<file path="src/rtl/fir_decim_requant.sv">
// Decimating requantiser: keeps every DECIM-th filter accumulator, shifts it back to Q31,
// saturates and buffers it in a valid/ready FIFO. Define FIR_DECIM_ROUND_EN for round-half-up.
module fir_decim_requant #(
  parameter int IN_W  = 64,
  parameter int OUT_W = 32,
  parameter int SHIFT = 31,
  parameter int DECIM = 4,
  parameter int DEPTH = 8
) (
  input  logic                       clk,
  input  logic                       rst,
  input  logic                       in_valid,
  input  logic signed [IN_W-1:0]     in_data,
  output logic                       out_valid,
  input  logic                       out_ready,
  output logic signed [OUT_W-1:0]    out_data,
  output logic [$clog2(DEPTH):0]     fill,
  output logic [15:0]                sat_cnt,
  output logic                       overrun,
  input  logic                       clr_flags
);

  localparam int PW = (DECIM > 1) ? $clog2(DECIM) : 1;
  localparam int AW = $clog2(DEPTH);
  // One guard bit so the rounding add can never wrap
  localparam int TW = IN_W + 1;

  localparam logic signed [TW-1:0] SAT_MAX = {{(TW-OUT_W+1){1'b0}}, {(OUT_W-1){1'b1}}};
  localparam logic signed [TW-1:0] SAT_MIN = {{(TW-OUT_W+1){1'b1}}, {(OUT_W-1){1'b0}}};
`ifdef FIR_DECIM_ROUND_EN
  localparam logic signed [TW-1:0] RND =
    (SHIFT > 0) ? (TW'(1) << ((SHIFT > 0) ? SHIFT - 1 : 0)) : '0;
`endif

  logic [PW-1:0]        phase;
  logic                 keep;
  logic signed [TW-1:0] ext;
  logic signed [TW-1:0] t;
  logic [OUT_W-1:0]     q_val;
  logic                 q_sat;
  logic                 sat_ev;

  logic                 s1_valid;
  logic [OUT_W-1:0]     s1_data;

  logic [OUT_W-1:0]     mem [DEPTH];
  logic [AW-1:0]        wr_ptr;
  logic [AW-1:0]        rd_ptr;
  logic [AW:0]          count;
  logic                 pop;
  logic                 push;
  logic                 drop;

  assign keep   = in_valid && (phase == '0);
  assign sat_ev = keep && q_sat;

  always_ff @(posedge clk or posedge rst) begin
    if (rst) begin
      phase <= '0;
    end else if (in_valid) begin
      phase <= (phase == PW'(DECIM - 1)) ? '0 : phase + 1'b1;
    end
  end

  always_comb begin
    ext = $signed({in_data[IN_W-1], in_data});
`ifdef FIR_DECIM_ROUND_EN
    t = (ext + RND) >>> SHIFT;
`else
    t = ext >>> SHIFT;
`endif
    q_sat = 1'b0;
    q_val = t[OUT_W-1:0];
    if (t > SAT_MAX) begin
      q_sat = 1'b1;
      q_val = {1'b0, {(OUT_W-1){1'b1}}};
    end else if (t < SAT_MIN) begin
      q_sat = 1'b1;
      q_val = {1'b1, {(OUT_W-1){1'b0}}};
    end
  end

  always_ff @(posedge clk or posedge rst) begin
    if (rst) begin
      s1_valid <= 1'b0;
      s1_data  <= '0;
    end else begin
      s1_valid <= keep;
      if (keep) s1_data <= q_val;
    end
  end

  // A fresh event in the clearing cycle survives the clear
  always_ff @(posedge clk or posedge rst) begin
    if (rst) begin
      sat_cnt <= '0;
    end else if (clr_flags) begin
      sat_cnt <= sat_ev ? 16'd1 : 16'd0;
    end else if (sat_ev && sat_cnt != 16'hFFFF) begin
      sat_cnt <= sat_cnt + 16'd1;
    end
  end

  always_ff @(posedge clk or posedge rst) begin
    if (rst) begin
      overrun <= 1'b0;
    end else if (drop) begin
      overrun <= 1'b1;
    end else if (clr_flags) begin
      overrun <= 1'b0;
    end
  end

  // A full FIFO still accepts a write when the head leaves in the same cycle
  assign pop  = (count != '0) && out_ready;
  assign push = s1_valid && ((count != (AW+1)'(DEPTH)) || pop);
  assign drop = s1_valid && !push;

  always_ff @(posedge clk or posedge rst) begin
    if (rst) begin
      wr_ptr <= '0;
      rd_ptr <= '0;
      count  <= '0;
    end else begin
      if (push) wr_ptr <= wr_ptr + 1'b1;
      if (pop)  rd_ptr <= rd_ptr + 1'b1;
      case ({push, pop})
        2'b10:   count <= count + 1'b1;
        2'b01:   count <= count - 1'b1;
        default: count <= count;
      endcase
    end
  end

  always_ff @(posedge clk) begin
    if (push) mem[wr_ptr] <= s1_data;
  end

  assign out_valid = (count != '0);
  assign out_data  = out_valid ? $signed(mem[rd_ptr]) : '0;
  assign fill      = count;

endmodule
</file>
<file path="config.mk">
export PLATFORM = sky130hd
export DESIGN_NAME = fir_decim_requant
export DESIGN_NICKNAME = d
export VERILOG_FILES = /design/src/rtl/fir_decim_requant.sv
export SDC_FILE = /design/constraint.sdc
export NUM_CORES = 1
export LEC_CHECK = 0
export ABC_AREA = 1
export BUFFER_PORTS_ARGS = -buffer_cell sky130_fd_sc_hd__buf_2
export CAP_MARGIN = 20
export CORE_AREA = 2 2 197 199
export CTS_CLUSTER_DIAMETER = 200
export DETAILED_ROUTE_END_ITERATION = 6
export DIE_AREA = 0 0 199 201
export PLACE_DENSITY = 0.53
export SYNTH_ARGS = -nofsm -noshare
export SYNTH_HDL_FRONTEND = slang
export SYNTH_SLANG_ARGS = --single-unit
</file>
<file path="constraint.sdc">
create_clock -name clk -period 3.6 [get_ports clk]
set_input_delay 0.72 -clock clk [delete_from_list [all_inputs] [get_ports clk]]
set_output_delay 0.72 -clock clk [all_outputs]
set_load 0.01 [all_outputs]
</file>
==> results of run 1 <==
## flip-flops by register name, summed over array words and instances, names as in the netlist
signal and count:
fill 4, mem 256, overrun 1, phase 2
rd_ptr 3, s1_data 32, s1_valid 1, sat_cnt 16
wr_ptr 3
## area by class of cell
| class | instances | area, um2 |
|---|---|---|
| clock buffers | 45 | 975 |
| fillers | 3660 | 22700 |
| inverters | 30 | 116 |
| well taps | 518 | 648 |
| clock inverters | 19 | 166 |
| flip-flops and latches | 318 | 9250 |
| repair buffers | 113 | 733 |
| multi-input cells | 737 | 3500 |
## cell families (layout without fill, tap and decap cells)
group,count (synthesis),count (layout)
xor+xnor,7,7
compound gates,238,238
flops,318,318
buf+inv,93,207
simple gates,484,484
fa+ha+maj,8,8
## per-layer routing
metal / share of wire / global-route usage / up-vias
met3: 0.057 / 0.0360 / 51
li1: - / - / 4197
met5: 0.0013 / 0 / -
met2: 0.47 / 0.268 / 180
met4: 0.016 / 0.0376 / 6
met1: 0.45 / 0.225 / 4241
## power by group through the flow
stage                     logic (mW)  clock network [mW]  registers, mW
after global placement          3.88                   0           5.54
after CTS                       3.94                3.58           5.49
after detailed placement        3.93                   0           5.56
after floorplan                 2.53                   0           5.28
final                           3.84                3.49           5.49
after global routing            4.34                3.74           5.59
## final timing paths
check                      cells past startpoint                  start                 endpoint
setup / recovery                               6  rd_ptr[1]$_DFFE_PP0P_             out_data[31]
hold / removal                                 2                    rst   sat_cnt[6]$_DFFE_PP0P_
setup reg to reg                              13    fill[1]$_DFFE_PP0P_      fill[3]$_DFFE_PP0P_
hold reg to reg                                2    overrun$_DFFE_PP0P_      overrun$_DFFE_PP0P_
max in group asynchronous                      3                    rst    rd_ptr[2]$_DFFE_PP0P_
min in group clk                               3            in_data[56]  s1_data[25]$_DFFE_PP0P_
## layout by cell type, fill, tap and decap left out, types with 6 or more instances in the layout
| master | count |
|---|---|
| o21ai_0 | 159 |
| o21ai_1 | 10 |
| nor2_1 | 245 |
| buf_4 | 13 |
| inv_1 | 25 |
| dfrtp_1 | 59 |
| ha_1 | 7 |
| buf_2 | 91 |
| edfxtp_1 | 256 |
| clkbuf_16 | 36 |
| o22ai_1 | 32 |
| nor2_4 | 13 |
| nand4_1 | 17 |
| buf_12 | 9 |
| o211ai_1 | 32 |
| nand3_1 | 14 |
| nand2_1 | 186 |
| clkinv_2 | 7 |
| clkinv_1 | 6 |
## worst register-to-register path: cells and delay by family, from the launching register on
| kind | cells | cell delay, ns |
|---|---|---|
| simple gates | 9 | 1.48 |
| flops | 1 | 0.42 |
| fa+ha+maj | 1 | 0.32 |
| buf+inv | 2 | 0.19 |
| compound gates | 1 | 0.15 |
## stage by stage
step	hold slack, ns	utilization
after detailed placement	0.468	0.374
final	0.362	0.404
after global routing	0.422	0.404
after floorplan	0.493	-
after global placement	0.482	0.374
after CTS	0.378	0.404
==> flow_summary.json, run 1 <==
{
  "status": "complete, no violations",
  "synthArstFlopShare": 0.195,
  "rows": 72,
  "ff2ff_setup_slack_ns": 0.93,
  "synth_edf_count": 256,
  "end_kind": "output pin",
  "first_iter_violations": 599,
  "finalSetupViolCount": 0,
  "critPathTopFamily": "flip-flops",
  "skew_ns": 0.0263,
  "first_pass_iters": 5,
  "io_buffers": 91,
  "num_antenna_cells": 0,
  "finalHoldViolCount": 0,
  "combPwrFrac": 0.299,
  "grt_pass1_wl_um": 49700,
  "grt_pass1_vias": 8478,
  "yosys.area.top_type_share": 0.590,
  "final_cells": 1780,
  "setup_tns_ns": 0,
  "switching_power_mw": 4.58,
  "boundaryPins": 123,
  "slew_headroom": 0.386,
  "min_path_type": "in2async",
  "yosys-mux-area-fraction": 0,
  "tightestPinTransition_ns": 0.919,
  "dieHeight_um": 201,
  "cts_tree": "yes",
  "seq_power_share": 0.428,
  "ys_seq_area_frac": 0.709,
  "core_area_um2": 38100,
  "dp.cells": 1716,
  "yosysWarnings": 0,
  "clk_pin_slew_ns": 0.06,
  "drive_above_1_share": 0.155,
  "syn_inst": 1148,
  "max_freq_ghz": 0.312,
  "synthDistinctLibCells": 30,
  "wire_per_inst_um": 18.2,
  "cts-resized-gates": 0,
  "leakage_nw": 5.81,
  "powerDensity_nw_per_um2": 833,
  "critical-path-max-stage-delay_ns": 0.79,
  "synth_top_area_cell": "edfxtp_1",
  "antenna_found_initial": 3,
  "dp_hpwl_um": 17600,
  "place_congestion": 0.779,
  "cts_sinks": 318,
  "max_cap_violations": 0,
  "p_sw_frac": 0.357,
  "start_util": 0.342,
  "synth_xor_xnor_area_share": 0.00470,
  "p_total_mw": 12.8,
  "synth_top_flop_cell": "edfxtp_1",
  "cts_setup_buffers": 0,
  "cp.required_ns": 2.88,
  "cp_num_buf_inv": 2,
  "die_w_um": 199,
  "fin_ws_ns": 0.400,
  "critical_path_class": "reg2out",
  "numCtsBuffers": 35,
  "worstPathArrival_ns": 2.48,
  "grt_util_all_layers": 0.164,
  "die_area_um2": 40000,
  "finalCritPeriodShare": 0.889,
  "cts_hold_buf": 0,
  "grt_setup_unrepaired": "no",
  "synth.most_common_cell": "edfxtp_1",
  "clock_power_share": 0.273,
  "critPathSlowestCell": "dfrtp_2",
  "ant_nets": 0,
  "slew_viol_final": 0,
  "final_area_um2": 15400,
  "vias_per_cell": 4.87,
  "crit_chain": "buf_12, o21ai_0, o22ai_1, nor2_1, nor2_1, buf_2",
  "overflow": 0,
  "synth_fp_nets": 1225,
  "area_growth_pct": 18.0,
  "crit_fanout": 49,
  "ys_seq_elements": 318,
  "placed_area_um2": 14200,
  "synth_top_family_by_area": "simple AND/OR/NAND/NOR gates",
  "synthTopCellsByCount": "edfxtp_1 (256), nor2_1 (255), nand2_1 (186)",
  "clkLatencyLatePin_ns": 0.52,
  "htreeDepth": 2,
  "dp_slack_ns": 0.893,
  "root_buffer": "clkbuf_16",
  "syn_area_um2": 13000,
  "nets": 1312,
  "num_vias": 8675,
  "irDropWorstVdd_uv": 478,
  "yosys.area_share.simple": 0.148,
  "cts_buffer_depth": 3,
  "period_minus_slack_ns": 3.20,
  "grt_max_degree": 130,
  "syn_avg_cell_area_um2": 11.4,
  "routed_wl_um": 32300,
  "intPower_mw": 8.24,
  "critPathLaunchType": "register",
  "drc": 0,
  "synth_fa_ha_area_frac": 0.00825,
  "ys_top_cells_by_area": "edfxtp_1 (59%), dfrtp_1 (12%), nor2_1 (7.3%)",
  "synth_compound_area_frac": 0.101,
  "cp_common_cell": "nor2_1"
}
(Power assumes the default switching activity.)
==> run 2: changes to the inputs <==
==> constraint.sdc (replaced) <==
create_clock -name clk -period 3.6 [get_ports clk]
set_input_delay 0.54 -clock clk [delete_from_list [all_inputs] [get_ports clk]]
set_output_delay 0.54 -clock clk [all_outputs]
set_load 0.01 [all_outputs]
==> run 2 against run 1 <==
Effect of this change: non-clock buffer count rose by 4; setup slack better by 0.16 ns; first-iteration DRC count shrank 5.3%; critical path depth up 1.
==> flow_summary.json, run 2 (synthesis results as in run 1) <==
{
  "top_register": "mem",
  "grt_pass1_wl_um": 49400,
  "critPathLaunchType": "register",
  "worstReg2RegEnd": "mem[3][15]$_DFFE_PP_",
  "area_growth_pct": 17.5,
  "final_cells": 1785,
  "first_iter_violations": 567,
  "die_w_um": 199,
  "fin_ws_ns": 0.561,
  "grt_max_degree": 130,
  "cts-resized-gates": 0,
  "cts_setup_buffers": 0,
  "wire_per_inst_um": 18.0,
  "finalCritPeriodShare": 0.844,
  "cts_hold_buf": 0,
  "largest_reg_flops": 256,
  "num_antenna_cells": 0,
  "rows": 72,
  "skew_ns": 0.0204,
  "htreeDepth": 2,
  "start_util": 0.342,
  "layout_common_cells": "edfxtp_1 (256), nor2_1 (245), nand2_1 (186)",
  "nets": 1317,
  "io_buffers": 91,
  "met3RoutedLength_um": 1770,
  "finalSetupViolCount": 0,
  "fillCellCount": 3606,
  "root_buffer": "clkbuf_16",
  "status": "complete, no violations",
  "top_regs": "mem: 256 flops, s1_data: 32 flops, sat_cnt: 16 flops",
  "place_congestion": 0.761,
  "end_kind": "output pin",
  "cts_buffer_depth": 3,
  "setup_tns_ns": 0,
  "dieHeight_um": 201,
  "worstPathArrival_ns": 2.50,
  "tightestPinTransition_ns": 0.889,
  "final_common_cell": "edfxtp_1",
  "overflow": 0,
  "boundaryPins": 123,
  "die_area_um2": 40000,
  "grt_pass1_vias": 8417,
  "irDropWorstVdd_uv": 421,
  "r2r.worst_path.cells": 8,
  "max_freq_ghz": 0.329,
  "ff2ff_setup_slack_ns": 1.20,
  "slew_viol_final": 0,
  "finalHoldViolCount": 0,
  "core_area_um2": 38100,
  "dp_slack_ns": 1.04,
  "antenna_found_initial": 4,
  "critical_path_class": "reg2out",
  "drc": 0,
  "ant_nets": 0,
  "whs_ns": 0.157,
  "leakage_nw": 5.80,
  "fin_util": 0.402,
  "routed_wl_um": 32200,
  "dp_hpwl_um": 17400,
  "crit_fanout": 39,
  "slew_headroom": 0.406,
  "drive_above_1_share": 0.153,
  "clk_pin_slew_ns": 0.06,
  "cp.required_ns": 3.06,
  "wl_met2_um": 15100,
  "grt_setup_unrepaired": "no",
  "max_cap_violations": 0,
  "clkLatencyLatePin_ns": 0.53,
  "min_path_type": "in2async",
  "period_minus_slack_ns": 3.04,
  "routedLengthMet1_um": 14600,
  "vias_per_cell": 4.85,
  "cts_sinks": 318,
  "cts_tree": "yes",
  "top_layer_used": "met5",
  "dp.cells": 1719,
  "grt_util_all_layers": 0.162,
  "powerDensity_nw_per_um2": 830,
  "num_vias": 8656,
  "numCtsBuffers": 36,
  "first_pass_iters": 4,
  "r2r_start": "fill[3]$_DFFE_PP0P_"
}
-- run 2: metal layers --
| layer | global-route usage | vias up |
|---|---|---|
| li1 | - | 4206 |
| met1 | 0.221 | 4215 |
| met3 | 0.0349 | 56 |
| met4 | 0.0424 | 6 |
| met2 | 0.264 | 173 |
| met5 | 0 | - |
-- run 2: worst max-delay path, stage by stage, from the launching register on --
cell     delay (ns)
dfrtp_4        0.50
inv_4          0.36
buf_4          0.39
o21ai_0        0.14
o22ai_1        0.14
nor2_1         0.06
nor2_1         0.19
buf_2          0.17
-- run 2: metrics by stage --
stage / cell area (um2) / power, mW
2_1_floorplan: 13000 / 7.81
3_3_place_gp: 14200 / 9.37
6_report: 15300 / 12.7
4_1_cts: 15300 / 12.9
3_5_place_dp: 14200 / 9.44
5_1_grt: 15300 / 13.5
-- run 2: report_power, final --
part	switching (mW)	internal (mW)	leakage, nW
clock	1.44	1.97	0.537
sequential	0.525	4.88	3.13
combinational	2.62	1.28	2.14
-- run 2: final cells by class --
cell class	count	area [um2]	share of cell area
Clock inverter	19	145	0.00948
Clock buffer	46	958	0.0626
Multi-Input combinational cell	737	3500	0.229
Sequential cell	318	9250	0.604
Timing Repair Buffer	117	701	0.0457
Inverter	30	116	0.00760
Tap cell	518	648	0.0423
-- run 2: worst max-delay path by stage --
stage,startpoint,to
3_5_place_dp,out_ready,mem[3][9]$_DFFE_PP_
5_1_grt,rd_ptr[0]$_DFFE_PP0P_,out_data[4]
2_1_floorplan,out_ready,mem[0][0]$_DFFE_PP_
3_3_place_gp,out_ready,mem[0][9]$_DFFE_PP_
6_report,rd_ptr[0]$_DFFE_PP0P_,out_data[4]
4_1_cts,rd_ptr[0]$_DFFE_PP0P_,out_data[2]
